## src/rtl/car_sim_pkg.sv

```systemverilog
// Shared definitions for the car-simulator link: command bit positions,
// the stop command, the UART transmit state encoding and the command sanitiser.
package car_sim_pkg;

    localparam int CMD_FWD   = 0;
    localparam int CMD_BWD   = 1;
    localparam int CMD_LEFT  = 2;
    localparam int CMD_RIGHT = 3;

    localparam logic [7:0] CMD_STOP = 8'h00;

    typedef enum logic [1:0] {
        TX_IDLE  = 2'd0,
        TX_START = 2'd1,
        TX_DATA  = 2'd2,
        TX_STOP  = 2'd3
    } tx_state_e;

    // Opposing requests cancel each other; a disabled link always commands stop.
    function automatic logic [7:0] sanitise_cmd(
        input logic en,
        input logic fwd,
        input logic bwd,
        input logic left,
        input logic right
    );
        logic [7:0] c;
        c = CMD_STOP;
        if (en) begin
            c[CMD_FWD]   = fwd & ~bwd;
            c[CMD_BWD]   = bwd & ~fwd;
            c[CMD_LEFT]  = left & ~right;
            c[CMD_RIGHT] = right & ~left;
        end else begin
            c = CMD_STOP;
        end
        return c;
    endfunction

endpackage

```

## src/rtl/uart_tx_core.sv

```systemverilog
// Byte-in / serial-out UART 8N1 transmitter with start/busy/done handshake.
// All outputs are registered from the next-state values so they move with the state.
module uart_tx_core
    import car_sim_pkg::*;
#(
    parameter int CLKS_PER_BIT = 10417
) (
    input  logic       clk,
    input  logic       rst_n,
    input  logic       i_start,
    input  logic [7:0] i_data,
    output logic       o_tx,
    output logic       o_busy,
    output logic       o_done
);

    localparam int CW = (CLKS_PER_BIT > 1) ? $clog2(CLKS_PER_BIT) : 1;
    localparam logic [CW-1:0] CNT_LAST = CW'(CLKS_PER_BIT - 1);
    localparam logic [CW-1:0] CNT_ZERO = CW'(0);
    localparam logic [CW-1:0] CNT_ONE  = CW'(1);

    tx_state_e     r_state;
    logic [CW-1:0] r_clk_cnt;
    logic [2:0]    r_bit_cnt;
    logic [7:0]    r_shift;
    logic          r_tx;
    logic          r_busy;
    logic          r_done;

    tx_state_e     w_state_nxt;
    logic [CW-1:0] w_clk_nxt;
    logic [2:0]    w_bit_nxt;
    logic [7:0]    w_shift_nxt;
    logic          w_tx_nxt;
    logic          w_busy_nxt;
    logic          w_done_nxt;
    logic          w_clk_last;

    assign w_clk_last = (r_clk_cnt == CNT_LAST);

    // Next-state, counter and shift-register logic.
    always_comb begin
        w_state_nxt = r_state;
        w_clk_nxt   = r_clk_cnt;
        w_bit_nxt   = r_bit_cnt;
        w_shift_nxt = r_shift;
        case (r_state)
            TX_IDLE: begin
                if (i_start) begin
                    w_state_nxt = TX_START;
                    w_clk_nxt   = CNT_ZERO;
                    w_bit_nxt   = 3'd0;
                    w_shift_nxt = i_data;
                end else begin
                    w_state_nxt = TX_IDLE;
                end
            end
            TX_START: begin
                if (w_clk_last) begin
                    w_state_nxt = TX_DATA;
                    w_clk_nxt   = CNT_ZERO;
                end else begin
                    w_clk_nxt = r_clk_cnt + CNT_ONE;
                end
            end
            TX_DATA: begin
                if (w_clk_last) begin
                    w_clk_nxt   = CNT_ZERO;
                    w_shift_nxt = {1'b0, r_shift[7:1]};
                    if (r_bit_cnt == 3'd7) begin
                        w_state_nxt = TX_STOP;
                        w_bit_nxt   = 3'd0;
                    end else begin
                        w_bit_nxt = r_bit_cnt + 3'd1;
                    end
                end else begin
                    w_clk_nxt = r_clk_cnt + CNT_ONE;
                end
            end
            TX_STOP: begin
                if (w_clk_last) begin
                    w_state_nxt = TX_IDLE;
                    w_clk_nxt   = CNT_ZERO;
                end else begin
                    w_clk_nxt = r_clk_cnt + CNT_ONE;
                end
            end
            default: begin
                w_state_nxt = TX_IDLE;
                w_clk_nxt   = CNT_ZERO;
                w_bit_nxt   = 3'd0;
            end
        endcase
    end

    // Output values as they will be in the state being entered.
    always_comb begin
        w_tx_nxt = 1'b1;
        case (w_state_nxt)
            TX_IDLE:  w_tx_nxt = 1'b1;
            TX_START: w_tx_nxt = 1'b0;
            TX_DATA:  w_tx_nxt = w_shift_nxt[0];
            TX_STOP:  w_tx_nxt = 1'b1;
            default:  w_tx_nxt = 1'b1;
        endcase
        w_busy_nxt = (w_state_nxt != TX_IDLE);
        w_done_nxt = (w_state_nxt == TX_STOP) && (w_clk_nxt == CNT_LAST);
    end

    // State, counters and registered outputs.
    always_ff @(posedge clk or negedge rst_n) begin
        if (!rst_n) begin
            r_state   <= TX_IDLE;
            r_clk_cnt <= CNT_ZERO;
            r_bit_cnt <= 3'd0;
            r_shift   <= 8'h00;
            r_tx      <= 1'b1;
            r_busy    <= 1'b0;
            r_done    <= 1'b0;
        end else begin
            r_state   <= w_state_nxt;
            r_clk_cnt <= w_clk_nxt;
            r_bit_cnt <= w_bit_nxt;
            r_shift   <= w_shift_nxt;
            r_tx      <= w_tx_nxt;
            r_busy    <= w_busy_nxt;
            r_done    <= w_done_nxt;
        end
    end

    assign o_tx   = r_tx;
    assign o_busy = r_busy;
    assign o_done = r_done;

endmodule

```

## src/rtl/motion_cmd_tx.sv

```systemverilog
// Packs the motion requests into a command byte and sends it over UART 8N1 on change.
// Optional periodic resend of an unchanged command: define MOTION_CMD_REFRESH_EN.
module motion_cmd_tx
    import car_sim_pkg::*;
#(
    parameter int CLKS_PER_BIT   = 10417,
    parameter int REFRESH_CYCLES = 1000000
) (
    input  logic       clk,
    input  logic       rst,
    input  logic       enable,
    input  logic       move_forward_signal,
    input  logic       move_backward_signal,
    input  logic       turn_left_signal,
    input  logic       turn_right_signal,
    output logic       tx,
    output logic       busy,
    output logic       frame_done,
    output logic [7:0] last_cmd
);

    logic [7:0] r_last_cmd;
    logic [7:0] w_cmd;
    logic       w_core_busy;
    logic       w_refresh;
    logic       w_launch;

    assign w_cmd = sanitise_cmd(enable, move_forward_signal, move_backward_signal,
                                turn_left_signal, turn_right_signal);

    // Mid-frame changes wait here; only the value present on return to idle is sent.
    assign w_launch = !w_core_busy && ((w_cmd != r_last_cmd) || w_refresh);

`ifdef MOTION_CMD_REFRESH_EN
    localparam int RW = (REFRESH_CYCLES > 1) ? $clog2(REFRESH_CYCLES) : 1;
    localparam logic [RW-1:0] IDLE_LAST = RW'(REFRESH_CYCLES - 1);
    localparam logic [RW-1:0] IDLE_ZERO = RW'(0);
    localparam logic [RW-1:0] IDLE_ONE  = RW'(1);

    logic [RW-1:0] r_idle_cnt;

    assign w_refresh = (r_idle_cnt == IDLE_LAST);

    // Idle-time counter: counts unchanged idle cycles, cleared by every launch.
    always_ff @(posedge clk or negedge rst) begin
        if (!rst) begin
            r_idle_cnt <= IDLE_ZERO;
        end else if (w_launch) begin
            r_idle_cnt <= IDLE_ZERO;
        end else if (!w_core_busy) begin
            r_idle_cnt <= r_idle_cnt + IDLE_ONE;
        end else begin
            r_idle_cnt <= r_idle_cnt;
        end
    end
`else
    // Never true for a valid configuration; no resend without the refresh build.
    assign w_refresh = (REFRESH_CYCLES < 0);
`endif

    // Last launched command, loaded on the same edge the frame starts.
    always_ff @(posedge clk or negedge rst) begin
        if (!rst) begin
            r_last_cmd <= CMD_STOP;
        end else if (w_launch) begin
            r_last_cmd <= w_cmd;
        end else begin
            r_last_cmd <= r_last_cmd;
        end
    end

    uart_tx_core #(
        .CLKS_PER_BIT(CLKS_PER_BIT)
    ) u_core (
        .clk     (clk),
        .rst_n   (rst),
        .i_start (w_launch),
        .i_data  (w_cmd),
        .o_tx    (tx),
        .o_busy  (w_core_busy),
        .o_done  (frame_done)
    );

    assign busy     = w_core_busy;
    assign last_cmd = r_last_cmd;

endmodule

```

## config.mk

```make
export PLATFORM = sky130hd
export DESIGN_NAME = motion_cmd_tx
export DESIGN_NICKNAME = d
export VERILOG_FILES = /design/src/rtl/car_sim_pkg.sv /design/src/rtl/uart_tx_core.sv /design/src/rtl/motion_cmd_tx.sv
export SDC_FILE = /design/constraint.sdc
export NUM_CORES = 1
export LEC_CHECK = 0
export BUFFER_PORTS_ARGS = -buffer_cell sky130_fd_sc_hd__buf_2
export CAP_MARGIN = 15
export CELL_PAD_IN_SITES_DETAIL_PLACEMENT = 1
export CELL_PAD_IN_SITES_GLOBAL_PLACEMENT = 2
export CORE_MARGIN = 3
export CORE_UTILIZATION = 33
export DETAILED_ROUTE_END_ITERATION = 10
export GPL_ROUTABILITY_DRIVEN = 0
export HOLD_SLACK_MARGIN = 0.08
export PLACE_DENSITY = 0.77
export SYNTH_ARGS = -nofsm -noshare
export SYNTH_HDL_FRONTEND = slang
export SYNTH_HIERARCHICAL = 1
export SYNTH_SLANG_ARGS = --single-unit
```

## constraint.sdc

```tcl
create_clock -name clk -period 2.8 [get_ports clk]
set_input_delay 0 -clock clk [delete_from_list [all_inputs] [get_ports clk]]
set_output_delay 0 -clock clk [all_outputs]
set_load 0.1 [all_outputs]
```

# == After elaboration in Yosys (flattened, before gate mapping) ==
# Index checks and enable logic that the tools add are counted.
# classes
n_addsub,2
eq_ne,12
n_mux,18
n_bitwise,8
reduce_logical,10
# op_table
cell,count
$eq A14 B14 Y1 const B,2
$mux W14,2
$pmux W14 S2,1
$mux W8,2
$pmux W8 S2,1
$add A14 B1 Y14 const B,1
$mux W3,3
$eq A2 B2 Y1 const B,4
$mux W2,4
$pmux W2 S4,1
$pmux W3 S2,1
$and A1 B1 Y1,4
$eq A2 B1 Y1 const B,2
$logic_not A2 Y1,2
$mux W4,1
$ne A2 B1 Y1 const B,2
$ne A4 B4 Y1,1
$not A1 Y1,4
$reduce_bool A2 Y1,2
$add A3 B1 Y3 const B,1
$eq A3 B3 Y1 const B,1
$pmux W1 S3,1
$reduce_and A3 Y1,1
$reduce_or A3 Y1,1
other kinds (4),5
# totals
ff_bits,34
inputBits,7
output_inout_bits,11
elab_cells,59

# == Depth between registers and ports, before layout ==
# depth
ltp_word,10
ltp_mapped,11
ltp_nobuf,11

# == Cells and area by module ==
# The synthesis kept the hierarchy.
# modules_own_cells
module,instances,cells_per_inst,area_per_inst_um2
uart_tx_core,1,196,1771.7
motion_cmd_tx,1,44,359.1

# == Least setup slack after synthesis ==
# No wires, ideal clock.
# synth_timing
kind,register to register
from,"register r_last_cmd[3], in the netlist last_cmd[3]"
to,"register u_core.r_done, in the netlist u_core/o_done"
setup_ns,0.095
arrival_ns,2.988
t_required_ns,2.705
slack_ns,-0.283
path_stages_with_launch,11
n_path_buf,0
cell_sequence,dfrtp_1 and3b_1 o21ai_2 a32oi_2 nor2_1 nor3_1 nand3b_1 o31ai_1 o221ai_2 or4_4 nor4b_2
# synth_via
elab_chain_len,6
# synth_rtl
item,line,text
from (decl),motion_cmd_tx.sv:22,logic [7:0] r_last_cmd;
from (signal assigned),motion_cmd_tx.sv:66,r_last_cmd <= w_cmd;
from (signal assigned),motion_cmd_tx.sv:68,r_last_cmd <= r_last_cmd;
$ne A4 B4 Y1 *,motion_cmd_tx.sv:32,assign w_launch = !w_core_busy && ((w_cmd != r_last_cmd) || w_refresh);
$logic_and A1 B1 Y1 *,motion_cmd_tx.sv:32,
via w_launch,motion_cmd_tx.sv:26,logic w_launch;
$mux W14 / $mux W1 (equally long branches),uart_tx_core.sv:49,if (i_start) begin
$pmux W14 S2 / $pmux W2 S4 (equally long branches),uart_tx_core.sv:47,case (r_state)
$eq A14 B14 Y1 / $eq A2 B2 Y1 (equally long branches),uart_tx_core.sv:107,w_done_nxt = (w_state_nxt == TX_STOP) && (w_clk_nxt == CNT_LAST);
$logic_and A1 B1 Y1 *,uart_tx_core.sv:107,
via u_core.w_done_nxt,uart_tx_core.sv:36,logic w_done_nxt;
to (signal assigned),uart_tx_core.sv:127,r_done <= w_done_nxt;
to (decl),uart_tx_core.sv:28,logic r_done;
# The timed path passes the listed nets; every way through them passes the cells marked *.
# A chain may end at the register's enable or synchronous reset.

# == Worst setup path after layout ==
# layout_timing
from,register u_core.r_clk_cnt[1]
to,"register u_core.r_done, in the netlist u_core/o_done"
# layout_via
elab_chain_len,5
# layout_rtl
item,line,text
from (decl),uart_tx_core.sv:23,logic [CW-1:0] r_clk_cnt;
from (signal assigned),uart_tx_core.sv:122,r_clk_cnt <= w_clk_nxt;
$eq A14 B14 Y1 *,uart_tx_core.sv:39,assign w_clk_last = (r_clk_cnt == CNT_LAST);
"$mux W2, on equally long branches","uart_tx_core.sv:81, uart_tx_core.sv:59, uart_tx_core.sv:67",
$pmux W2 S4 *,uart_tx_core.sv:47,
via u_core.w_state_nxt[0],uart_tx_core.sv:30,tx_state_e w_state_nxt;
$eq A2 B2 Y1 *,uart_tx_core.sv:107,
$logic_and A1 B1 Y1 *,uart_tx_core.sv:107,
via u_core.w_done_nxt,uart_tx_core.sv:36,
# Marked as above.

==> out/metrics.yaml <==
cts:
  clockBufferDepth: 2
  clk_pin_slew_ns: 0.08
  cts_buffers: 5
  ctsRootBufferMaster: "clkbuf_8"
  htree_levels: 2
  clock-sinks: 34
  cts_tree: "yes"
  clock_latency_ns: 0.29
placed_design:
  pre_cts_slack_ns: 0.0529
  hpwl_um: 4110
  dpl.cell_count: 337
  port-buffer-count: 13
setup_path:
  ff2ff_setup_slack_ns: -0.06
  crit_type: "flip-flop to flip-flop"
  critPathMaxFanout: 4
  cp.arrival_ns: 3.07
  setup.worst_path.end_class: "flip-flop"
  start_kind: "flip-flop"
  worstPathRequired_ns: 3.00
sta:
  timing.final.ws_setup_ns: -0.0633
  max_freq_mhz: 349
  worstMarginPinSlew_ns: 0.817
  slew_violations: 0
  rsz0062_at_grt: "yes"
  finalSetupViolCount: 1
  finalHoldViolCount: 0
  slew-limit-headroom_pct: 45.5
  period_needed_ns: 2.86
  timing.hold.ws_ns: 0.0941
  finClkSkew_ns: 0.00344
  period_share_pct: 102
logic_synthesis:
  ys_warn_count: 6
  ys_top_cells_by_area: "dfrtp_1 39%, nand2_1 7.0%, o21ai_0 4.9%"
  synth_common_cells: "40 x nand2_1, 33 x dfrtp_1, 21 x o21ai_0"
  synth_area_leader_cell: "dfrtp_1"
  synthArstFlopShare_pct: 100
  yosysTopAreaCellShare_pct: 38.8
  synth_most_common_cell: "nand2_1"
  netlist_area_um2: 2130
  postSynthCellCount: 240
  synth-seq-area-share_pct: 40.0
  ys_seq_elements: 34
  yosysUniqueCellTypes: 58
  ys.flop_type: "dfrtp_1"
  avgSynthCellArea_um2: 8.88
  synth-edff-count: 0
global_route:
  antenna_found_initial: 0
  grt_remaining_overflow: 0
  grt_use_total_pct: 17.0
  grt_pass1_wl_um: 10000
  grt_max_degree: 35
  grt_pass1_vias: 1994
routing:
  drt-pass1-iter-count: 4
  ant_nets: 0
  wirelength_um: 6020
  dr_total_vias: 1901
  drt_iter0_drc: 51
  drcViolationCount: 0
  wire_per_inst_um: 17.1
  drt-vias-per-instance: 5.40
power_and_ir_drop:
  vdd_drop_max_mv: 0.326
  powerDensity_nw_per_um2: 731
  p_total_uw: 1900
  p_leak_uw: 0.00122
run_status:
  status: "complete, but fails checks"
  violations: "negative setup slack"
die:
  die-height_um: 86.4
  initial_core_util_pct: 35.0
  die_area_um2: 7460
  ios: 18
  fp.dieW_um: 86.4
  fp-row-count: 28
  core_area_um2: 6100
layout:
  fill_cells: 738
  area_growth_pct: 22.0
  finish.cell_count_without_fillers: 352
  fin_util_pct: 42.6
  drive_gt1_share_pct: 24.2
  fin_nets: 291
  insertedDiodeCount: 0
hold_path:
  hold_class: "input pin to flip-flop"
job:
  maxCapViolCount: 0
## worst max-delay path, stage by stage (launching register included)
cell and delay, ns:
dfrtp_1 0.38, inv_1 0.09, ha_1 0.15, or3b_4 0.38, nor4_4 0.39, and3_1 0.22
o31ai_1 0.08, inv_1 0.13, ha_1 0.17, o2111ai_1 0.13, or4_4 0.46, nor4b_4 0.21
## through the flow
| step | instance area (um2) | setup TNS, ns |
|---|---|---|
| global placement | 2380 | 0 |
| global route | 2600 | -0.183 |
| floorplan | 2160 | 0 |
| detailed placement | 2380 | 0 |
| finish | 2600 | -0.0633 |
| CTS | 2550 | 0 |
## path summary, 6_finish.rpt
check                                    start             endpoint  depth (start not counted)
max                        u_core/r_clk_cnt[1]        u_core/o_done                         11
min                          turn_right_signal          last_cmd[3]                          3
max reg2reg                u_core/r_clk_cnt[1]        u_core/o_done                         11
min reg2reg                  u_core/r_shift[4]    u_core/r_shift[4]                          2
max in group asynchronous                  rst          last_cmd[1]                          2
min in group asynchronous                  rst  u_core/r_clk_cnt[6]                          2
## flip-flops by register name (all words and copies together) (netlist names)
signal            count
u_core/r_clk_cnt     14
u_core/r_shift        8
last_cmd              4
u_core/r_bit_cnt      3
u_core/r_state        2
u_core/o_busy         1
u_core/o_done         1
u_core/o_tx           1
## power breakdown
group          total, uW  switching [uW]  internal [uW]
registers            657            82.7            574
clock network        574             194            380
logic                670             416            254
## cells in the final DEF, fill, tap and decap left out, drive strengths merged, types with 4 or more instances in the layout
cell    instances
o21ai          23
nand2          40
dfrtp          33
conb            8
and3            6
inv            10
xor2            6
nor2b           5
a21oi           5
nor4            4
buf            38
o31ai           9
clkbuf          6
nand3b          4
nor2           14
ha              8
a22oi           6
nand3           4
a31oi           4
nand4           4
## metal layers
metal / share of wire [%] / up-vias / wire (um) / track usage [%]
met1: 49 / 941 / 2970 / 23.8
met3: 3.4 / 6 / 202 / 3.61
met2: 46 / 41 / 2790 / 26.8
met5: 0 / - / 0 / 0
li1: - / 913 / - / -
met4: 1.1 / 0 / 64 / 4.53
## kinds of logic (layout without fill, tap and decap cells)
group           count (synthesis)  after routing  synth area share [%]
mux                             1              1                 0.528
buf+inv                        29             59                  6.64
other cells                     1              8                 0.176
fa+ha+maj                       8              8                  4.70
flops                          34             34                  40.0
xor+xnor                        7              7                  2.88
simple gates                  100            100                  26.1
compound gates                 60             60                  19.0
## layout make-up
type | count | area (um2) | share of cell area, %
Clock buffer | 6 | 82.6 | 3.18
Clock inverter | 2 | 60.1 | 2.31
Inverter | 10 | 37.5 | 1.44
Multi-Input combinational cell | 184 | 1180 | 45.6
Sequential cell | 34 | 857 | 33.0
Tap cell | 75 | 93.8 | 3.61
Timing Repair Buffer | 41 | 283 | 10.9
## timing repair
action / in CTS / in global routing
endpoints found under the setup margin: 0 / 1
gates resized for setup: 0 / 4
hold buffers: 3 / 0
buffers inserted: 0 / 4
endpoints found under the hold margin: 34 / 0
No activity file was read; power rests on OpenSTA's default activity.
